**src/rtl/joy_db15_pkg.sv**
```systemverilog
// Shared types and sizing for the DB15 joystick serial transmitter.
package joy_db15_pkg;
   typedef enum logic [1:0] {
      IDLE  = 2'd0,
      LOAD  = 2'd1,
      SHIFT = 2'd2
   } state_t;

   localparam int DEF_NBITS  = 12;

   function automatic int frame_bits(input int nbits);
      return 2 * nbits;
   endfunction

   localparam int FRAME_BITS = frame_bits(DEF_NBITS);
endpackage

```
**src/rtl/joy_db15_if.sv**
```systemverilog
// Host-side DB15 wires plus device status flags, bundled for the transmitter.
interface joy_db15_if
   import joy_db15_pkg::*;
#(
   parameter int NBITS = DEF_NBITS
);
   logic             joy_clk;
   logic             joy_load;
   logic [NBITS-1:0] joy1;
   logic [NBITS-1:0] joy2;
   logic             joy_data;
   logic             frame_start;
   logic             frame_done;
   logic             busy;

   modport master (
      output joy_clk, joy_load, joy1, joy2,
      input  joy_data, frame_start, frame_done, busy
   );

   modport slave (
      input  joy_clk, joy_load, joy1, joy2,
      output joy_data, frame_start, frame_done, busy
   );
endinterface

```
**src/rtl/joy_db15_sync.sv**
```systemverilog
// Multi-flop synchronizer for one async host wire, with rise/fall pulses
// derived from one extra history flop.
module db15_sync #(
   parameter int   STAGES  = 2,
   parameter logic RST_VAL = 1'b1
) (
   input  logic clk,
   input  logic rst,
   input  logic din,
   output logic q,
   output logic rise,
   output logic fall
);
   logic [STAGES-1:0] chain;
   logic              prev;

   always_ff @(posedge clk or posedge rst) begin
      if (rst) begin
         chain <= {STAGES{RST_VAL}};
         prev  <= RST_VAL;
      end else begin
         chain <= {chain[STAGES-2:0], din};
         prev  <= chain[STAGES-1];
      end
   end

   assign q    = chain[STAGES-1];
   assign rise = q & ~prev;
   assign fall = ~q & prev;
endmodule

```
**src/rtl/joy_db15_tx.sv**
```systemverilog
// Device end of the DB15 serial joystick link, behaving like a 74x165 chain:
// transparent parallel load while host load is low, one bit per host clock rise.
module joy_db15_tx
   import joy_db15_pkg::*;
#(
   parameter int   NBITS       = DEF_NBITS,
   parameter int   SYNC_STAGES = 2,
   parameter logic TAIL        = 1'b1
) (
   input  logic      clk_sys,
   input  logic      reset,
   joy_db15_if.slave bus
);
   localparam int            FB       = frame_bits(NBITS);
   localparam int            IW       = $clog2(FB + 1);
   localparam logic [IW-1:0] IDX_LAST = IW'(FB - 1);
   localparam logic [IW-1:0] IDX_MAX  = IW'(FB);

   state_t        state, state_nxt;
   logic [FB-1:0] sr, sr_nxt, frame_n, sr_shifted;
   logic [IW-1:0] idx, idx_nxt;
   logic          start_q, start_nxt;
   logic          done_q, done_nxt;
   logic          clk_rise, load_q, load_rise;
   logic          clk_q_unused, clk_fall_unused, load_fall_unused;

   db15_sync #(.STAGES(SYNC_STAGES), .RST_VAL(1'b1)) u_clk_sync (
      .clk  (clk_sys),
      .rst  (reset),
      .din  (bus.joy_clk),
      .q    (clk_q_unused),
      .rise (clk_rise),
      .fall (clk_fall_unused)
   );

   db15_sync #(.STAGES(SYNC_STAGES), .RST_VAL(1'b1)) u_load_sync (
      .clk  (clk_sys),
      .rst  (reset),
      .din  (bus.joy_load),
      .q    (load_q),
      .rise (load_rise),
      .fall (load_fall_unused)
   );

   // Wire is active-low, so the register holds the inverted frame word.
   assign frame_n    = ~{bus.joy2, bus.joy1};
   assign sr_shifted = {TAIL, sr[FB-1:1]};

   always_ff @(posedge clk_sys or posedge reset) begin
      if (reset) begin
         state   <= IDLE;
         sr      <= '1;
         idx     <= '0;
         start_q <= 1'b0;
         done_q  <= 1'b0;
      end else begin
         state   <= state_nxt;
         sr      <= sr_nxt;
         idx     <= idx_nxt;
         start_q <= start_nxt;
         done_q  <= done_nxt;
      end
   end

   always_comb begin
      state_nxt = state;
      sr_nxt    = sr;
      idx_nxt   = idx;
      start_nxt = 1'b0;
      done_nxt  = 1'b0;
      // Load low overrides everything, including a clock edge seen the same cycle.
      if (!load_q) begin
         state_nxt = LOAD;
         sr_nxt    = frame_n;
         idx_nxt   = '0;
      end else begin
         unique case (state)
            LOAD: begin
               if (load_rise) begin
                  state_nxt = SHIFT;
                  start_nxt = 1'b1;
               end
            end
            SHIFT: begin
               if (clk_rise) begin
                  sr_nxt  = sr_shifted;
                  idx_nxt = idx + IW'(1);
                  if (idx == IDX_LAST) begin
                     state_nxt = IDLE;
                     done_nxt  = 1'b1;
                  end
               end
            end
            IDLE: begin
               if (clk_rise) begin
                  sr_nxt = sr_shifted;
                  if (idx != IDX_MAX) idx_nxt = idx + IW'(1);
               end
            end
            default: state_nxt = IDLE;
         endcase
      end
   end

   assign bus.joy_data    = sr[0];
   assign bus.busy        = (state == SHIFT);
   assign bus.frame_start = start_q;
   assign bus.frame_done  = done_q;
endmodule

```
**src/flat_wrapper.sv**
```systemverilog
// flat-port wrapper written by rule: the top's interface ports become plain ports
module joy_db15_tx_flat import joy_db15_pkg::*;
#(
   parameter int   NBITS       = DEF_NBITS,
   parameter int   SYNC_STAGES = 2,
   parameter logic TAIL        = 1'b1
)
  (clk_sys, reset, bus_joy_clk, bus_joy_load, bus_joy1, bus_joy2, bus_joy_data, bus_frame_start, bus_frame_done, bus_busy);
  joy_db15_if #(.NBITS(NBITS)) bus_i ();
  input  logic clk_sys;
  input  logic reset;
  input wire logic [$bits(bus_i.joy_clk)-1:0] bus_joy_clk;
  input wire logic [$bits(bus_i.joy_load)-1:0] bus_joy_load;
  input wire logic [$bits(bus_i.joy1)-1:0] bus_joy1;
  input wire logic [$bits(bus_i.joy2)-1:0] bus_joy2;
  output wire logic [$bits(bus_i.joy_data)-1:0] bus_joy_data;
  output wire logic [$bits(bus_i.frame_start)-1:0] bus_frame_start;
  output wire logic [$bits(bus_i.frame_done)-1:0] bus_frame_done;
  output wire logic [$bits(bus_i.busy)-1:0] bus_busy;
  assign bus_i.joy_clk = bus_joy_clk;
  assign bus_i.joy_load = bus_joy_load;
  assign bus_i.joy1 = bus_joy1;
  assign bus_i.joy2 = bus_joy2;
  assign bus_joy_data = bus_i.joy_data;
  assign bus_frame_start = bus_i.frame_start;
  assign bus_frame_done = bus_i.frame_done;
  assign bus_busy = bus_i.busy;
  joy_db15_tx #(.NBITS(NBITS), .SYNC_STAGES(SYNC_STAGES), .TAIL(TAIL)) u_core (.clk_sys(clk_sys), .reset(reset), .bus(bus_i));
endmodule
```
**config.mk**
```make
export PLATFORM = sky130hd
export DESIGN_NAME = joy_db15_tx_flat
export DESIGN_NICKNAME = d
export VERILOG_FILES = /design/src/rtl/joy_db15_pkg.sv /design/src/rtl/joy_db15_if.sv /design/src/rtl/joy_db15_sync.sv /design/src/rtl/joy_db15_tx.sv /design/src/flat_wrapper.sv
export SDC_FILE = /design/constraint.sdc
export NUM_CORES = 1
export LEC_CHECK = 0
export CORE_MARGIN = 3
export CORE_UTILIZATION = 52
export DETAILED_ROUTE_END_ITERATION = 16
export GPL_ROUTABILITY_DRIVEN = 1
export PLACE_DENSITY = 0.89
export SETUP_SLACK_MARGIN = 0.15
export SLEW_MARGIN = 20
export SYNTH_ARGS = -nofsm -noshare
export SYNTH_HDL_FRONTEND = slang
export SYNTH_SLANG_ARGS = --single-unit
```
**constraint.sdc**
```tcl
create_clock -name clk_sys -period 1.8 [get_ports clk_sys]
set_input_delay 0.27 -clock clk_sys [delete_from_list [all_inputs] [get_ports clk_sys]]
set_output_delay 0.27 -clock clk_sys [all_outputs]
set_load 0.05 [all_outputs]
```
# == Yosys cells after proc, flatten, opt, wreduce, memory -nomap -nowiden ==
# Cells that the tools add are included.
# totals
ff_bits,39
word_cells,53
input_bits,28
output_inout_bits,4
# op_classes
n_eq_ne,13
add_sub_neg,1
bitwise_logic,5
n_reduce_logical,5
mux,20
# ops
cell,count
24-bit 2-to-1 mux,3
24-bit inverter,1
5-bit 2-to-1 mux,4
3-bit by 2-bit inequality test with 1-bit output (second input constant),6
5-bit one-hot mux with 2 select lines,1
2-bit 2-to-1 mux,4
4-bit AND reduction,2
1-bit 2-to-1 mux,7
2-bit one-hot mux with 3 select lines,1
5-bit by 1-bit adder with 5-bit output (second input constant),1
5-bit equality test (second input constant),1
5-bit inequality test (second input constant),1
2-bit inequality test (second input constant),2
1-bit AND,2
2-bit by 1-bit equality test with 1-bit output (second input constant),1
2-bit equality test (second input constant),1
2-bit zero test,1
2-bit by 1-bit inequality test with 1-bit output (second input constant),1
1-bit inverter,2
2-bit AND reduction,1
2-bit OR reduction,1

# == Depth between registers and ports, before layout ==
# Gate-level depths: netlist of run 1.
# logic_depth
ltp_word,5
ltp_mapped,5
depth_no_buf,5

# == Cells and area by module ==
# From an unflattened synthesis of run 1, not the netlist that was laid out.
# unflattened
hier_cells,143
area_unflattened_um2,1848.0
# by_module_without_submodules
module,n_inst,area_per_inst_um2,seq_area_each_um2,cells_each
joy_db15_tx,1,1652.8,855.8,131
db15_sync,2,97.6,78.8,6

# == Worst setup path before layout of run 1 ==
# Ideal clock, no wire load.
# synth_path
kind,register to register
startpoint,reg u_core.u_clk_sync.chain[1]
endpoint,reg u_core.idx[0]
path_buffers,2
setup_slack_ns,0.337
setup_ns,0.128
period_less_slack_ns,1.463
path_stages_with_launch,6
t_required_ns,1.672
t_arrival_ns,1.335
cell_sequence,dfstp_2 -> or3b_1 -> buf_6 -> buf_12 -> a2bb2oi_2 -> o22ai_1
# synth_between
elab_chain_len,3
elab_cells_between_ends,4
cone_classes,eq/ne (2); bitwise (1); reduce/logical (1)
# synth_lines
element,line,source
from (decl),joy_db15_sync.sv:14,logic [STAGES-1:0] chain;
from (signal assigned),joy_db15_sync.sv:19,chain <= {STAGES{RST_VAL}};
from (signal assigned),joy_db15_sync.sv:22,"chain <= {chain[STAGES-2:0], din};"
1-bit AND (*),joy_db15_sync.sv:28,assign rise = q & ~prev;
3-bit by 2-bit inequality test with 1-bit output (no source line),--,
4-bit AND reduction (no source line) (*),--,
to (signal assigned),joy_db15_tx.sv:59,idx <= idx_nxt;
to (decl),joy_db15_tx.sv:21,"logic [IW-1:0] idx, idx_nxt;"
# Every way passes the cells marked *; elsewhere a longest branch is shown, timed or not.
# A chain may end at the register's enable or synchronous reset.

# == Worst setup path after layout of run 1 ==
# layout_path
startpoint,reg u_core.state[0]
endpoint,out bus_busy
# layout_between
elab_chain_len,1
# layout_lines
element,line,source
from (decl),joy_db15_tx.sv:19,"state_t state, state_nxt;"
from (signal assigned),joy_db15_tx.sv:57,state <= state_nxt;
2-bit equality test,joy_db15_tx.sv:106,assign bus.busy = (state == SHIFT);
to (decl),flat_wrapper.sv:19,output wire logic [$bits(bus_i.busy)-1:0] bus_busy;
# No other way between the ends.

==> run metrics, run 1 <==
wl on met1 1.26 mm; count of unique library cells instantiated by Yosys 27; transition time of the tightest slew-check pin 0.487 ns; post-route fraction of the period consumed by the critical path 0.827; via count of the routed design 1109; # H-tree levels 2; number of warnings reported in the yosys synthesis log 0; total global routing overflow 0; post-synthesis to final-layout area growth 22.3%; Routed met2 length 1.58 mm; crit path time final 1.49 ns; via count of the first global-routing pass 1200; cell type contributing the most total cell area after synthesis dfstp_2; CP startpoint kind register; total CTS buffers 5; CP Class reg -> out; violation count after the first detailed-routing iteration 100; via/cell ratio 5.26; arrival time of data at the critical path endpoint 1.22 ns; class of the tightest hold or removal check in -> reg; Sw Pwr 0.428 mW; area fraction of the dominant cell type after synthesis 0.437; Fin Setup TNS 0 ns; vertical extent of the die 64.9 um; Setup Skew 0.00950 ns; count of buffers inserted at the top-level ports 31; share of post-route cells with drive strength above 1 0.269; delay of the slowest critical-path stage 0.43 ns; Crit. End Element primary output; proportion of power drawn by combinational gates 0.154; power density over cell area 783 mW/mm^2; Antenna Diode Count 0; maximum fanout along the worst path 5; wire per inst 14.4 um; worst path bufs/invs 1; worst supply voltage drop on vdd 0.539 mV; number of max-slew violations in the final report 0; die width 64.9 um; Max stage delay cell, worst path dfrtp_1; clock latency on the worst-skew pair 0.34 ns; largest net degree at the start of global routing 30; post-synthesis instance area 0.00181 sq mm; final setup violating endpoints 0; initial standard-cell utilization of the core 0.568; Post-Route WL 3.04 mm; standard cell core area 0.00318 sq mm; dominant delay contributor by cell family on the critical path flip-flops; relative max-transition margin 0.677; number of antenna violations at the first check in global routing 0; portion of total power attributed to sequential cells 0.608; highest metal layer with signal wires met4; Worst EP required 1.53 ns; proportion of total power due to net switching 0.247; post-CTS repair timing setup buffer count 0; last weighted congestion value of the routability-driven placer 0.763; Post-layout nets 197; wire length of the first global-routing pass 5.41 mm; global-route total usage across every layer 0.170; clock-pin transition on the worst setup and hold timing paths 0.10 ns; Avg Inst Size Synth 13.7 sq um; Area contributors post-synth dfstp_2 44%, mux2i_1 27%, dfrtp_1 12%; count of nets left with antenna violations after detail routing 0; worst reg-to-reg setup slack 0.36 ns; worst hold slack 0.326 ns; number of cells produced by synthesis 132; internal power contribution 1.30 mW; clock share of power 0.238; cell chosen for the clock root clkbuf_4; TritonCTS clock tree yes; Max Buffers Root-to-Sink 2; hold-fix buffers at CTS 0; static leakage 1.01 nW; Fmax 0.672 GHz; Pre-Repair DR Iteration Count 4; die outline area 0.00422 sq mm; placement row count 20; half-perimeter wire length after detailed placement 2.26 mm; run status completed; endpoints failing hold 0; worst path cell trace and2b_1 -> buf_12; Syn Nets 162; count of state elements after synthesis 39; top-level port count 32; count of cells resized by post-cts repair 3; number of clock sinks 39; total DRC errors in the routed layout 0; total met3 wirelength after detailed routing 162 um; portion of the post-synthesis area used by sequential elements 0.561; unrepaired setup endpoints after global routing no; number of max-cap violations 0
## layout by cell type (no fill, tap or decap), types with 2 or more instances in the layout
cell,count
buf_12,2
buf_4,5
clkbuf_1,2
clkbuf_4,5
clkdlybuf4s50_1,27
dfrtp_1,9
dfstp_2,30
dlygate4sd2_1,2
ha_1,2
inv_1,3
mux2i_1,49
nand2_1,6
nand2b_1,2
nand3_1,2
nand4_1,3
nand4b_1,2
nor2_1,2
o22ai_1,2
## sequential cells by signal, indices dropped and copies added, names as in the netlist
name,count
u_core.bus.frame_done,1
u_core.bus.frame_start,1
u_core.idx,5
u_core.sr,24
u_core.state,2
u_core.u_clk_sync.chain,2
u_core.u_clk_sync.prev,1
u_core.u_load_sync.chain,2
u_core.u_load_sync.prev,1
## through the flow
stage / cells / worst slack [ns] / total power [mW] / cell area (sq um) / utilization
after CTS: 211 / 0.283 / 1.75 / 2210 / 0.695
after global placement: 204 / 0.210 / 1.32 / 2160 / 0.681
after global routing: 211 / 0.215 / 1.83 / 2210 / 0.695
after floorplan: 132 / 0.337 / 1.23 / 1810 / -
final: 211 / 0.312 / 1.73 / 2210 / 0.695
after detailed placement: 204 / 0.161 / 1.34 / 2160 / 0.681
## power groups by stage
stage          sequential [mW]  combinational, mW  clock [mW]
2_1_floorplan             1.06              0.162           0
3_3_place_gp              1.06              0.259           0
3_5_place_dp              1.07              0.271           0
4_1_cts                   1.05              0.271       0.432
5_1_grt                   1.06              0.294       0.474
6_report                  1.05              0.266       0.412
## Yosys cell counts
master	n
buf_6	2
buf_12	1
a21o_1	1
buf_2	4
a2bb2oi_2	1
nand2_1	6
nor2_1	2
nor2b_1	1
inv_1	3
o21bai_1	1
o21ai_1	1
ha_1	2
and3_1	1
nand4_1	3
dfstp_2	30
nand3_1	2
dfrtp_1	9
and2b_1	1
o22ai_1	2
nand2b_1	2
buf_4	1
and3b_1	1
or3_1	1
nand4b_1	2
or3b_1	1
mux2i_1	49
nor3b_1	2
## logic make-up (layout without fill, tap and decap cells)
group                    Yosys count  count (layout)  synth area share
AO/OA/AOI/OAI                      6               6            0.0263
adder cells (fa/ha/maj)            2               2            0.0139
buffers and inverters             11              46            0.0450
flip-flops                        39              39             0.561
multiplexers                      49              49             0.272
AND/OR/NAND/NOR                   25              25            0.0818
## routing by layer
| metal | global-route usage | vias up |
|---|---|---|
| li1 | - | 538 |
| met1 | 0.196 | 538 |
| met2 | 0.284 | 27 |
| met3 | 0.0607 | 6 |
| met4 | 0.0712 | 0 |
| met5 | 0 | - |
## worst paths after layout
kind	start	end	cells after the start
worst max register to register	u_core.u_clk_sync.chain[1]	u_core.sr[14]	3
worst min-delay path	bus_joy_load	u_core.u_load_sync.chain[0]	1
worst min register to register	u_core.u_load_sync.chain[0]	u_core.u_load_sync.chain[1]	0
worst max-delay path	u_core.state[0]	bus_busy	2
min in group asynchronous	reset	u_core.sr[8]	2
max in group asynchronous	reset	u_core.sr[15]	3
## final cells by class
| cell class | count | area (sq um) |
|---|---|---|
| multi-input combinational | 82 | 718 |
| timing repair buffer | 36 | 365 |
| sequential | 39 | 1010 |
| inverter | 3 | 11.3 |
| tap | 44 | 55.1 |
| clock buffer | 7 | 45.0 |
| fill | 246 | 970 |
(Power assumes the default switching activity.)
==> inputs of run 2 (changes only) <==
--- a/config.mk
+++ b/config.mk
@@ -6,10 +6,10 @@
 export NUM_CORES = 1
 export LEC_CHECK = 0
 export CORE_MARGIN = 3
-export CORE_UTILIZATION = 52
+export CORE_UTILIZATION = 47
 export DETAILED_ROUTE_END_ITERATION = 16
 export GPL_ROUTABILITY_DRIVEN = 1
-export PLACE_DENSITY = 0.89
+export PLACE_DENSITY = 0.85
 export SETUP_SLACK_MARGIN = 0.15
 export SLEW_MARGIN = 20
 export SYNTH_ARGS = -nofsm -noshare
==> constraint.sdc (replaced) <==
create_clock -name clk_sys -period 1.3 [get_ports clk_sys]
set_input_delay 0.195 -clock clk_sys [delete_from_list [all_inputs] [get_ports clk_sys]]
set_output_delay 0.195 -clock clk_sys [all_outputs]
set_load 0.05 [all_outputs]
==> run 2 against run 1 <==
Setup slack got worse by 0.48 ns. Flip-flop and latch count unchanged. First-iteration DRC count decreased by 63%. The run now ends with setup timing left. Combinational power increased by 50%. Count of clock-buffer cells in the layout decreased by 1. Power increased by 67%. Core utilization decreased by 1.8 points.
==> run metrics, run 2 (same netlist as run 1, synthesis figures left out) <==
run status finished with violations; violated checks setup timing; static leakage 1.09 nW (+7.7%); arrival time of data at the critical path endpoint 1.68 ns (+0.46 ns); number of antenna violations at the first check in global routing 0 (unchanged); wire length of the first global-routing pass 5.25 mm (-2.9%); TritonCTS clock tree yes; clock-pin transition on the worst setup and hold timing paths 0.08 ns (-0.02 ns); placement row count 21 (+5.0%); Setup Slack @ Placement -0.215 ns (-0.376 ns); top-level port count 32 (unchanged); final setup violating endpoints 28 (+28); share of post-route cells with drive strength above 1 0.341 (+0.0714); unrepaired setup endpoints after global routing yes; initial standard-cell utilization of the core 0.513 (-0.0553); Post-layout nets 205 (+4.1%); count of buffers inserted at the top-level ports 31 (unchanged); post-synthesis to final-layout area growth 32.0%; worst hold slack 0.249 ns (-0.0762 ns); end-of-flow core utilization 0.677 (-0.0179); count of nets left with antenna violations after detail routing 0 (unchanged); crit path time final 1.47 ns; Setup Skew 0.00850 ns (-0.000996 ns); final critical-path setup slack -0.166 ns (-0.478 ns); final cell count without fillers 222 (+5.2%); max FFs per register 24 (unchanged); Max stage delay cell, worst path dfstp_2; number of max-slew violations in the final report 0 (unchanged); biggest registers after layout u_core.sr: 24 flops, u_core.idx: 5 flops; standard cell area after detailed placement 0.00223 sq mm (+3.2%); relative max-transition margin 0.820 (+0.143); total global routing overflow 0 (unchanged); Antenna Diode Count 0 (unchanged); worst path bufs/invs 1 (unchanged); cell chosen for the clock root clkbuf_8; # H-tree levels 2 (unchanged); vertical extent of the die 68.0 um (+4.7%); power density over cell area 1210 mW/mm^2 (+55%); total CTS buffers 5 (unchanged); total DRC errors in the routed layout 0 (unchanged); via count of the routed design 1144 (+3.2%); clock latency on the worst-skew pair 0.29 ns (-0.05 ns); largest register by flop count u_core.sr; post-route fraction of the period consumed by the critical path 1.13; area occupied by registers 0.00101 sq mm (unchanged); die width 68.0 um (+4.7%); half-perimeter wire length after detailed placement 2.38 mm (+5.4%); most frequent cell on the critical path mux2i_1; total area of multi-input combinational cells 724 sq um (+0.87%); cell area after layout 0.00238 sq mm (+7.9%); highest-count cells in the layout ignoring fill and taps 49 x mux2i_1, 30 x dfstp_2, 27 x clkdlybuf4s50_1, 10 x buf_4, 9 x dfrtp_1; dominant delay contributor by cell family on the critical path flip-flops; number of fillers in the final layout 259 (+5.3%); last weighted congestion value of the routability-driven placer 0.746 (-2.2%); number of max-cap violations 0 (unchanged); Post-Route WL 3.22 mm (+5.7%); violation count after the first detailed-routing iteration 37 (-63%); Worst EP required 1.52 ns (about the same); via/cell ratio 5.15 (-2.0%); via count of the first global-routing pass 1121 (-6.6%); class of the tightest hold or removal check in -> async; Fin Setup TNS -2.15 ns (-2.15 ns); placed cell count 212 (+3.9%); largest net degree at the start of global routing 23 (-23%); wire per inst 14.5 um (+0.42%); maximum fanout along the worst path 7 (+2); number of clock sinks 39 (unchanged); endpoints failing hold 0 (unchanged); worst supply voltage drop on vdd 0.760 mV (+41%); die outline area 0.00462 sq mm (+9.6%); CP Class reg -> reg; transition time of the tightest slew-check pin 0.271 ns (-0.216 ns); total power consumption of the routed design 2.89 mW (+67%); worst path cell trace or3b_4 -> buf_6 -> mux2i_1 -> mux2i_1; CP startpoint kind register; delay of the slowest critical-path stage 0.54 ns (+0.11 ns); Crit. End Element register; Pre-Repair DR Iteration Count 4 (unchanged); most frequent standard cell in the layout excluding fill and tap cells mux2i_1; global-route total usage across every layer 0.157 (-0.0125); hold-fix buffers at CTS 0 (unchanged); Fmax 0.682 GHz; Max Buffers Root-to-Sink 2 (unchanged); standard cell core area 0.00352 sq mm (+11%)
run 2: worst min-delay path, cell delays in order:
cell and delay, ns:
clkdlybuf4s50_1 0.40, inv_1 0.07, buf_4 0.23
run 2: cell type report:
cell class | count | share of cell area
Tap cell | 46 | 0.0241
Multi-Input combinational cell | 82 | 0.304
Timing Repair Buffer | 44 | 0.193
Inverter | 3 | 0.00472
Sequential cell | 39 | 0.425
Clock buffer | 6 | 0.0346
Clock inverter | 2 | 0.0147
run 2: where the power goes:
| group | switching [mW] | internal, mW |
|---|---|---|
| Combinational | 0.168 | 0.231 |
| Sequential | 0.0692 | 1.39 |
| Clock | 0.406 | 0.621 |
run 2: per-layer routing:
metal / vias to the layer above / track usage / part of all wire
met5: - / 0 / 0
met4: 0 / 0.0596 / 0.011
met3: 4 / 0.0493 / 0.044
met2: 26 / 0.271 / 0.55
met1: 563 / 0.182 / 0.40
li1: 551 / - / -
run 2: worst paths after layout:
path,from,endpoint,slack (ns),cells past startpoint
max,u_core.u_clk_sync.chain[1],u_core.sr[18],-0.17,4
min,reset,u_core.state[0],0.25,3
max reg2reg,u_core.u_clk_sync.chain[1],u_core.sr[18],-0.17,4
min reg2reg,u_core.u_clk_sync.chain[0],u_core.u_clk_sync.chain[1],0.35,0
max in group asynchronous,reset,u_core.sr[12],0.75,3
min in group clk_sys,bus_joy_load,u_core.u_load_sync.chain[0],0.31,1
run 2: what timing repair did:
action                     in CTS  in global routing
hold endpoints to repair        0                  0
pin swaps                       1                  0
resized for setup               4                  1
setup endpoints to repair      33                 33
setup buffers                   1                  1
==> inputs of run 3 (changes only) <==
--- a/config.mk
+++ b/config.mk
@@ -6,10 +6,10 @@
 export NUM_CORES = 1
 export LEC_CHECK = 0
 export CORE_MARGIN = 3
-export CORE_UTILIZATION = 47
+export CORE_UTILIZATION = 38
 export DETAILED_ROUTE_END_ITERATION = 16
 export GPL_ROUTABILITY_DRIVEN = 1
-export PLACE_DENSITY = 0.85
+export PLACE_DENSITY = 0.73
 export SETUP_SLACK_MARGIN = 0.15
 export SLEW_MARGIN = 20
 export SYNTH_ARGS = -nofsm -noshare
==> run 3 against run 2 <==
The flow still finishes with violations (setup timing). First-iteration DRC count is 81% higher. Clock skew is 0.0042 ns lower. Sequential share of layout area is 0.46 points lower. Design area rose by 1.1%. Via count is 1.0% higher. Count of clock-buffer cells in the layout did not move. Register-to-register slack about the same. Die area rose by 21%. Routed wire length shrank 0.22%. Flip-flop and latch count stayed put.
==> run metrics, run 3 (same netlist as run 1, synthesis figures left out) <==
cell chosen for the clock root clkbuf_8; class of the tightest hold or removal check in -> async; Max Buffers Root-to-Sink 2 (unchanged); CP Class reg -> reg; critical path startpoint u_core.u_clk_sync.chain[1]; global-route total usage across every layer 0.126 (-0.0311); end-of-flow core utilization 0.539 (-0.138); Fin Setup TNS -2.87 ns (-0.727 ns); top-level port count 32 (unchanged); largest net degree at the start of global routing 39 (+70%); total DRC errors in the routed layout 0 (unchanged); count of buffers inserted at the top-level ports 31 (unchanged); Setup Skew 0.00431 ns (-0.00419 ns); number of clock sinks 39 (unchanged); most frequent cell on the critical path mux2i_1; Stages on worst setup path 4 (unchanged); met3 demand-to-capacity share in global routing 0.0307 (-0.0186); final setup violating endpoints 29 (+3.6%); Worst Reg-to-Reg Cells 4 (unchanged); via count of the routed design 1156 (+1.0%); maximum fanout along the worst path 12 (+5); static leakage 1.09 nW (about the same); Crit. End Element register; wire length of the first global-routing pass 5.39 mm (+2.6%); Fmax 0.688 GHz (+0.78%); endpoints failing hold 0 (unchanged); grt met2 use 0.210 (-0.0609); die width 74.9 um (+10%); worst path cell trace or3b_1 -> buf_6 -> mux2i_1 -> mux2i_1; vertical extent of the die 74.9 um (+10%); busiest layer in global routing met2; delay of the slowest critical-path stage 0.54 ns (about the same); worst path bufs/invs 1 (unchanged); violated checks setup timing; transition time of the tightest slew-check pin 0.251 ns (-0.0198 ns); count of nets left with antenna violations after detail routing 0 (unchanged); TritonCTS clock tree yes; wire per inst 14.2 um (-2.0%); clock latency on the worst-skew pair 0.29 ns (about the same); standard cell area after detailed placement 0.00225 sq mm (+0.67%); post-synthesis to final-layout area growth 33.5%; via/cell ratio 5.12 (-0.74%); Crit Reg-Reg Startpoint u_core.u_clk_sync.chain[1]; die outline area 0.00561 sq mm (+21%); number of max-slew violations in the final report 0 (unchanged); most frequent standard cell in the layout excluding fill and tap cells mux2i_1; total CTS buffers 5 (unchanged); relative max-transition margin 0.832 (+0.0124); worst supply voltage drop on vdd 0.741 mV (-2.4%); largest register by flop count u_core.sr; last weighted congestion value of the routability-driven placer 0.761 (+2.0%); worst reg2reg path endpoint u_core.sr[19]; clock-pin transition on the worst setup and hold timing paths 0.07 ns (about the same); Post-layout nets 203 (-0.98%); violation count after the first detailed-routing iteration 67 (+81%); Post-Route WL 3.21 mm (-0.22%); crit path time final 1.45 ns (-0.0114 ns); worst reg-to-reg setup slack -0.15 ns (about the same); GR Layer Usage met1 0.155 (-0.0276); dominant delay contributor by cell family on the critical path flip-flops; initial standard-cell utilization of the core 0.404 (-0.109); post-route fraction of the period consumed by the critical path 1.12 (-0.00877); arrival time of data at the critical path endpoint 1.66 ns (-0.02 ns); run status finished with violations; unrepaired setup endpoints after global routing yes; CP startpoint kind register; power density over cell area 1200 mW/mm^2 (-0.78%); number of antenna violations at the first check in global routing 0 (unchanged); via count of the first global-routing pass 1198 (+6.9%); final critical-path setup slack -0.154 ns (+0.0114 ns); max FFs per register 24 (unchanged); Worst EP required 1.51 ns (about the same); placement row count 24 (+14%); total global routing overflow 0 (unchanged); # H-tree levels 2 (unchanged); biggest registers after layout u_core.sr: 24 flops, u_core.idx: 5 flops; cell area after layout 0.00241 sq mm (+1.1%); half-perimeter wire length after detailed placement 2.32 mm (-2.7%); share of post-route cells with drive strength above 1 0.333 (-0.00758); highest-count cells in the layout ignoring fill and taps 49 x mux2i_1, 30 x dfstp_2, 27 x clkdlybuf4s50_1, 9 x dfrtp_1, 7 x buf_12; Pre-Repair DR Iteration Count 3 (-1); number of max-cap violations 0 (unchanged); Antenna Diode Count 0 (unchanged); Max stage delay cell, worst path dfstp_2; standard cell core area 0.00447 sq mm (+27%)
## run 3: changes by cell type in the layout (fill, tap and decap cells not counted)
cell,delta
buf_4,-4
buf_6,-1
nor2_1,-1
or3b_4,-1
or3b_1,+1
nor2_2,+1
buf_12,+3
## run 3: cell type report
class | count | area, sq um
fill | 372 | 2060
sequential | 39 | 1010
multi-input combinational | 82 | 724
timing repair buffer | 42 | 478
clock buffer | 6 | 82.6
tap | 52 | 65.1
clock inverter | 2 | 35.0
inverter | 3 | 11.3
## run 3: power by group
group | internal (mW) | switching, mW
registers | 1.39 | 0.0708
logic | 0.239 | 0.171
clock network | 0.621 | 0.402
## run 3: worst max-delay path by stage
| stage | end | slack, ns |
|---|---|---|
| 3_5_place_dp | u_core.sr[19] | -0.19 |
| 3_3_place_gp | u_core.idx[1] | -0.11 |
| 6_report | u_core.sr[19] | -0.15 |
| 4_1_cts | u_core.sr[19] | -0.17 |
| 2_1_floorplan | u_core.idx[0] | -0.16 |
| 5_1_grt | u_core.sr[19] | -0.21 |
## run 3: through the flow
| stage | setup slack, ns | instances | total power, mW | hold slack, ns |
|---|---|---|---|---|
| 2_1_floorplan | -0.162 | 132 | 1.70 | 0.199 |
| 3_3_place_gp | -0.112 | 214 | 1.86 | 0.348 |
| 3_5_place_dp | -0.186 | 214 | 1.89 | 0.347 |
| 4_1_cts | -0.171 | 225 | 2.94 | 0.260 |
| 5_1_grt | -0.206 | 226 | 3.03 | 0.274 |
| 6_report | -0.154 | 226 | 2.90 | 0.266 |
## run 3: repair_timing
action	in CTS	in global routing
hold buffers	0	0
gates resized for setup	4	0
setup endpoints to repair	33	33
hold endpoints to repair	0	0
setup buffers	3	1
pin swaps	3	4
## run 3: per-layer routing
| metal | vias to the layer above | share of wire | routed length (um) |
|---|---|---|---|
| met5 | - | 0 | 0 |
| met4 | 0 | 0.019 | 61 |
| met3 | 7 | 0.029 | 94 |
| met2 | 19 | 0.52 | 1680 |
| met1 | 576 | 0.43 | 1370 |
| li1 | 554 | - | - |
